### src/rtl/wl_pkg.sv
// Shared request/response types, address-rule type and memory map for the wl core data path.
package wl_pkg;

    localparam int unsigned AddrWidth = 32;
    localparam int unsigned DataWidth = 32;
    localparam int unsigned StrbWidth = DataWidth / 8;

    localparam logic [AddrWidth-1:0] BootromBase  = 32'h0000_0000;
    localparam logic [AddrWidth-1:0] SramBase     = 32'h0001_0000;
    localparam logic [AddrWidth-1:0] PeriphBase   = 32'h0002_0000;
    localparam logic [AddrWidth-1:0] AccelBase    = 32'h0004_0000;
    localparam logic [AddrWidth-1:0] HwpeCfgBase  = 32'h0008_0000;
    localparam logic [AddrWidth-1:0] Region64kMask = 32'hFFFF_0000;

    localparam int unsigned PortBootrom   = 0;
    localparam int unsigned PortSram      = 1;
    localparam int unsigned PortPeriph    = 2;
    localparam int unsigned PortAccel     = 3;
    localparam int unsigned PortHwpeCfg   = 4;
    localparam int unsigned NumDemuxPorts = 5;

    typedef struct packed {
        logic [AddrWidth-1:0] addr;
        logic                 write;
        logic [DataWidth-1:0] data;
        logic [StrbWidth-1:0] strb;
    } core_data_q_t;

    typedef struct packed {
        logic [DataWidth-1:0] data;
        logic                 error;
    } core_data_p_t;

    typedef struct packed {
        core_data_q_t q;
        logic         q_valid;
        logic         p_ready;
    } core_data_req_t;

    typedef struct packed {
        core_data_p_t p;
        logic         p_valid;
        logic         q_ready;
    } core_data_rsp_t;

    typedef struct packed {
        logic [31:0]          idx;
        logic [AddrWidth-1:0] base;
        logic [AddrWidth-1:0] mask;
    } addr_napot_demux_rule_t;

    function automatic logic napot_match(input logic [AddrWidth-1:0] addr,
                                         input addr_napot_demux_rule_t rule);
        return (addr & rule.mask) == (rule.base & rule.mask);
    endfunction

endpackage

### src/rtl/wl_route_fifo.sv
// Small FIFO holding the route of each outstanding request; full blocks pushes even when popping.
module wl_route_fifo #(
    parameter int unsigned Depth = 4,
    parameter int unsigned Width = 4,
    localparam int unsigned CntW = $clog2(Depth + 1)
) (
    input  logic             clk,
    input  logic             rst,
    input  logic             push,
    input  logic [Width-1:0] wdata,
    input  logic             pop,
    output logic [Width-1:0] rdata,
    output logic             full,
    output logic             empty,
    output logic [CntW-1:0]  count
);

    localparam int unsigned PtrW = (Depth > 1) ? $clog2(Depth) : 1;

    logic [Width-1:0] mem [Depth];
    logic [PtrW-1:0]  wr_ptr;
    logic [PtrW-1:0]  rd_ptr;
    logic             do_push;
    logic             do_pop;

    assign full    = (count == CntW'(Depth));
    assign empty   = (count == '0);
    assign do_push = push & ~full;
    assign do_pop  = pop & ~empty;
    assign rdata   = mem[rd_ptr];

    always_ff @(posedge clk or posedge rst) begin
        if (rst) begin
            wr_ptr <= '0;
            rd_ptr <= '0;
            count  <= '0;
        end else begin
            if (do_push) wr_ptr <= (wr_ptr == PtrW'(Depth - 1)) ? '0 : wr_ptr + PtrW'(1);
            if (do_pop)  rd_ptr <= (rd_ptr == PtrW'(Depth - 1)) ? '0 : rd_ptr + PtrW'(1);
            count <= count + CntW'(do_push) - CntW'(do_pop);
        end
    end

    // Storage needs no reset: entries are only read once the count says they were written.
    always_ff @(posedge clk) begin
        if (do_push) mem[wr_ptr] <= wdata;
    end

endmodule

### src/rtl/wl_reqrsp_napot_demux.sv
// Routes reqrsp requests to downstream ports by NAPOT address rules and returns responses in request order.
module wl_reqrsp_napot_demux
    import wl_pkg::*;
#(
    parameter int unsigned NumPorts = 5,
    parameter int unsigned MaxTrans = 4,
    parameter int unsigned NumRules = 5,
    parameter type req_t = wl_pkg::core_data_req_t,
    parameter type rsp_t = wl_pkg::core_data_rsp_t
) (
    input  logic                                  clk_i,
    input  logic                                  rst_i,
    input  addr_napot_demux_rule_t [NumRules-1:0] rules_i,
    input  req_t                                  slv_req_i,
    output rsp_t                                  slv_rsp_o,
    output req_t [NumPorts-1:0]                   mst_req_o,
    input  rsp_t [NumPorts-1:0]                   mst_rsp_i,
    output logic                                  busy_o,
    output logic [15:0]                           dec_err_cnt_o
);

    localparam int unsigned PortW  = (NumPorts > 1) ? $clog2(NumPorts) : 1;
    localparam int unsigned RouteW = PortW + 1;
    localparam int unsigned CntW   = $clog2(MaxTrans + 1);

    typedef logic [PortW-1:0] port_idx_t;

    port_idx_t         dec_port;
    logic              dec_err;
    port_idx_t         head_port;
    logic              head_err;
    logic [RouteW-1:0] head_route;
    logic              fifo_full;
    logic              fifo_empty;
    logic [CntW-1:0]   fifo_count;
    logic              accept_ok;
    logic              tgt_q_ready;
    logic              head_p_valid;
    logic              push;
    logic              pop;

    // Reverse scan so the lowest-numbered matching rule is the one left standing.
    always_comb begin
        dec_port = '0;
        dec_err  = 1'b1;
        for (int r = NumRules - 1; r >= 0; r--) begin
            if (napot_match(slv_req_i.q.addr, rules_i[r])) begin
                dec_err  = (rules_i[r].idx >= 32'(NumPorts));
                dec_port = port_idx_t'(rules_i[r].idx);
            end
        end
    end

    assign accept_ok = ~fifo_full & ~rst_i;
    assign {head_port, head_err} = head_route;

    always_comb begin
        mst_req_o    = '0;
        slv_rsp_o    = '0;
        tgt_q_ready  = 1'b0;
        head_p_valid = 1'b0;
        for (int i = 0; i < NumPorts; i++) begin
            mst_req_o[i].q       = slv_req_i.q;
            mst_req_o[i].q_valid = slv_req_i.q_valid & accept_ok & ~dec_err
                                   & (dec_port == port_idx_t'(i));
            mst_req_o[i].p_ready = slv_req_i.p_ready & ~fifo_empty & ~head_err
                                   & (head_port == port_idx_t'(i));
            if (dec_port == port_idx_t'(i)) tgt_q_ready = mst_rsp_i[i].q_ready;
            if (head_port == port_idx_t'(i)) begin
                head_p_valid = mst_rsp_i[i].p_valid;
                slv_rsp_o.p  = mst_rsp_i[i].p;
            end
        end
        if (head_err) begin
            slv_rsp_o.p.data  = '0;
            slv_rsp_o.p.error = 1'b1;
        end
        slv_rsp_o.q_ready = accept_ok & (dec_err | tgt_q_ready);
        slv_rsp_o.p_valid = ~fifo_empty & (head_err | head_p_valid);
    end

    assign push = slv_req_i.q_valid & slv_rsp_o.q_ready;
    assign pop  = slv_rsp_o.p_valid & slv_req_i.p_ready;

    wl_route_fifo #(
        .Depth (MaxTrans),
        .Width (RouteW)
    ) i_route_fifo (
        .clk   (clk_i),
        .rst   (rst_i),
        .push  (push),
        .wdata ({dec_port, dec_err}),
        .pop   (pop),
        .rdata (head_route),
        .full  (fifo_full),
        .empty (fifo_empty),
        .count (fifo_count)
    );

    assign busy_o = (fifo_count != '0);

    always_ff @(posedge clk_i or posedge rst_i) begin
        if (rst_i) begin
            dec_err_cnt_o <= '0;
        end else if (push && dec_err && dec_err_cnt_o != 16'hFFFF) begin
            dec_err_cnt_o <= dec_err_cnt_o + 16'd1;
        end
    end

endmodule

### config.mk
export PLATFORM = sky130hd
export DESIGN_NAME = wl_reqrsp_napot_demux
export DESIGN_NICKNAME = d
export VERILOG_FILES = /design/src/rtl/wl_pkg.sv /design/src/rtl/wl_route_fifo.sv /design/src/rtl/wl_reqrsp_napot_demux.sv
export SDC_FILE = /design/constraint.sdc
export NUM_CORES = 1
export LEC_CHECK = 0
export ABC_AREA = 1
export BUFFER_PORTS_ARGS = -buffer_cell sky130_fd_sc_hd__buf_2
export CAP_MARGIN = 30
export CORE_AREA = 4 4 445 447
export CTS_CLUSTER_SIZE = 25
export DETAILED_ROUTE_END_ITERATION = 12
export DIE_AREA = 0 0 449 451
export PLACE_DENSITY = 0.3
export SLEW_MARGIN = 25
export SYNTH_ARGS = -nofsm -noshare
export SYNTH_HDL_FRONTEND = slang
export SYNTH_SLANG_ARGS = --single-unit
### constraint.sdc
create_clock -name clk_i -period 7.5 [get_ports clk_i]
set_clock_uncertainty 0.15 [all_clocks]
set_input_delay 0.375 -clock clk_i [delete_from_list [all_inputs] [get_ports clk_i]]
set_output_delay 0.375 -clock clk_i [all_outputs]
set_load 0.02 [all_outputs]
==> reports/qor.tcl <==
set qor(yosysWarningCount) 0
set qor(avgSynthCellArea_um2) 5.82
set qor(wire_length_of_the_first_global_routing_pass_um) 118000
set qor(status) {completed}
set qor(rsz0062_at_grt) {no}
set qor(place_area_um2) 14900
set qor(maxClockFrequency_mhz) 212
set qor(final.fill_count) 23200
set qor(clock_power_share_pct) 9.3
set qor(pin_count_of_the_biggest_net_entering_global_routing) 36
set qor(drt_first_iter_violations) 813
set qor(critical_path_start_end_classification) {flop to primary output}
set qor(routed_wirelength_um) 93200
set qor(cts.repair.resized) 0
set qor(clock_sink_count) 39
set qor(power.static_leakage_nw) 7.18
set qor(yosys.cell_types.count) 47
set qor(io_buffer_count) 912
set qor(synth-seq-area-share_pct) 10.7
set qor(number_of_nets_with_antenna_violations_after_detailed_routing) 0
set qor(timing.final.hold_violations) 0
set qor(io_pins) 1135
set qor(internal_power_mw) 1.05
set qor(drcViolationCount) 0
set qor(final_common_cell) {sky130_fd_sc_hd__buf_2}
set qor(finalWorstPathRequiredPeriod_ns) 4.71
set qor(worstMarginPinSlew_ns) 1.07
set qor(worst-endpoint-required_ns) 6.97
set qor(setup_viol_count_final) 0
set qor(drive_above_1_share_pct) 43.9
set qor(routed-wl-met3_um) 6190
set qor(critical_path.max_fanout) 35
set qor(clock_tree.buffer_depth) 2
set qor(cts_tree) {done}
set qor(ff_latch_area_um2) 1060
set qor(clkTransAtPathRegs_ns) 0.06
set qor(core_region_area_um2) 194000
set qor(m1_wl_um) 36200
set qor(cts-buffers-inserted) 5
set qor(dr_total_vias) 12800
set qor(detail_route.first_pass.iterations) 5
set qor(syn2layout_area_growth_pct) 53.1
set qor(peakVddDrop_v) 0.000164
set qor(die_x_um) 449
set qor(seq_power_share_pct) 11.4
set qor(ys_seq_elements) 39
set qor(first_global_vias) 12300
set qor(timing.max_slew.rel_slack_pct) 28.1
set qor(grtUsageTotal_pct) 8.56
set qor(hold_buffers) 1
set qor(area_of_the_die_um2) 202000
set qor(startpoint_type) {flop}
set qor(hold_class) {flop to flop}
set qor(grt_remaining_overflow) 0
set qor(finalSetupTns_ns) 0
set qor(cts_root_buf) {sky130_fd_sc_hd__clkbuf_16}
set qor(dr_wl_met2_um) 48800
set qor(initial_utilization_pct) 5.07
set qor(postCtsSetupBuffers) 0
set qor(synthesis.instances) 1692
set qor(comb_power_share_pct) 79.3
set qor(vias_per_std_cell) 2.68
set qor(power.share.switching_pct) 60.8
set qor(syn-num-nets) 2429
set qor(clk-insertion-delay-late_ns) 0.29
set qor(critical_path.endpoint_type) {primary output}
set qor(maxCapViolCount) 0
set qor(power.net_switching_mw) 1.64
set qor(finish.utilization_pct) 7.76
set qor(cp_data_arrival_time_ns) 4.19
set qor(number_of_placement_rows) 162
set qor(cts_max_level) 2
set qor(uppermost_signal_routing_layer_after_detailed_routing) {met5}
set qor(syn_area_um2) 9840
set qor(place_hpwl_um) 85600
set qor(slew_violations) 0
set qor(die_h_um) 451
set qor(p_per_area_nw_per_um2) 179
set qor(multi_input_area_um2) 5340
set qor(layout.cells.most_common_list) {sky130_fd_sc_hd__buf_2 (912), sky130_fd_sc_hd__nand2_1 (362), sky130_fd_sc_hd__nor2_1 (164)}
set qor(fin_worst_hold_slack_ns) 0.391
set qor(initial_antenna_violation_count) 40
set qor(globalplace.congestion) 0.907
set qor(finish.net_count) 2970
set qor(wl_per_cell_um) 19.5
set qor(final_design_area_no_fill_um2) 15100
set qor(finalCritPeriodShare_pct) 62.9
[per-stage QoR]
step / power [mW] / instances / setup WS [ns]
final: 2.69 / 4779 / 2.79
after global routing: 2.92 / 4776 / 2.77
after global placement: 2.52 / 4767 / 2.52
after CTS: 2.77 / 4776 / 2.96
after floorplan: 1.61 / 1692 / 4.10
after detailed placement: 2.51 / 4767 / 2.88
[registers in the layout (all words and copies together) (netlist names)]
| register | cells |
|---|---|
| i_route_fifo.mem | 16 |
| dec_err_cnt_o | 16 |
| i_route_fifo.wr_ptr | 2 |
| i_route_fifo.count | 3 |
| i_route_fifo.rd_ptr | 2 |
[per-layer routing]
| layer | track usage, % | vias up |
|---|---|---|
| li1 | - | 6231 |
| met1 | 10.0 | 5847 |
| met2 | 16.1 | 607 |
| met3 | 1.78 | 103 |
| met4 | 1.46 | 6 |
| met5 | 0.189 | - |
[path summary, 6_finish.rpt]
path                                              endpoint  cells after the start                                from  slack (ns)
setup / recovery                             slv_rsp_o[32]                     10  i_route_fifo.rd_ptr[0]$_DFFE_PP0P_        2.79
hold / removal                dec_err_cnt_o[4]$_DFFE_PP0P_                      2        dec_err_cnt_o[4]$_DFFE_PP0P_        0.39
setup reg to reg           i_route_fifo.count[2]$_DFF_PP0_                     19  i_route_fifo.rd_ptr[0]$_DFFE_PP0P_        3.25
hold reg to reg               dec_err_cnt_o[4]$_DFFE_PP0P_                      2        dec_err_cnt_o[4]$_DFFE_PP0P_        0.39
max in group asynchronous  i_route_fifo.count[2]$_DFF_PP0_                      4                               rst_i        6.39
min in group asynchronous    dec_err_cnt_o[14]$_DFFE_PP0P_                      4                               rst_i        0.56
[worst max-delay path, stage by stage (launching register included)]
cell                      delay, ns
sky130_fd_sc_hd__dfrtp_1       0.54
sky130_fd_sc_hd__inv_1         0.22
sky130_fd_sc_hd__or2_2         0.31
sky130_fd_sc_hd__a32oi_1       0.49
sky130_fd_sc_hd__nor3_2        0.06
sky130_fd_sc_hd__buf_4         0.29
sky130_fd_sc_hd__inv_1         0.10
sky130_fd_sc_hd__buf_4         0.38
sky130_fd_sc_hd__o21ai_0       0.44
sky130_fd_sc_hd__a31oi_1       0.73
sky130_fd_sc_hd__buf_2         0.29
[cell type report]
class | count | share of cell area [%]
Multi-Input combinational cell | 1091 | 35.4
Timing Repair Buffer | 925 | 31.0
Tap cell | 2542 | 21.1
Sequential cell | 39 | 7.01
Inverter | 171 | 4.29
Clock buffer | 5 | 0.831
Clock inverter | 3 | 0.307
Antenna cell | 3 | 0.0498
[synthesized netlist by cell type, drive strengths merged]
cell	number	area, µm²
a211oi	1	7.51
a21boi	1	11.3
a21oi	101	505
a221oi	1	8.76
a31oi	32	200
a32oi	4	35.0
and2	1	6.26
buf	366	2720
clkbuf	25	98.9
clkinv	3	16.3
dfrtp	23	576
edfxtp	16	480
fa	1	20.0
ha	8	100
inv	168	631
nand2	370	1410
nand3	138	726
nand3b	38	285
nand4	30	203
nor2	174	676
nor3	15	75.1
nor4	34	213
o21a	1	7.51
o21ai	83	415
o22ai	1	6.26
o31ai	1	7.51
o41ai	1	8.76
or2	36	225
or3	1	6.26
or4	1	7.51
xnor2	4	35.0
xor2	13	114
[cells by family (layout without fill, tap and decap cells)]
kind of cell / count (synthesis) / after routing / synth area share (%)
other: 0 / 3 / 0
flip-flops: 39 / 39 / 10.7
AND/OR/NAND/NOR: 838 / 838 / 39.0
adder cells (fa/ha/maj): 9 / 9 / 1.22
AO/OA/AOI/OAI: 227 / 227 / 12.3
buffers and inverters: 562 / 1104 / 35.2
XOR/XNOR: 17 / 17 / 1.51
[power groups by stage]
stage | Combinational (mW) | Sequential (mW) | Clock, mW
6_report | 2.14 | 0.306 | 0.250
5_1_grt | 2.34 | 0.311 | 0.265
4_1_cts | 2.21 | 0.305 | 0.258
3_5_place_dp | 2.20 | 0.310 | 0
3_3_place_gp | 2.21 | 0.310 | 0
2_1_floorplan | 1.31 | 0.308 | 0
Power figures use the tool's default switching activity.
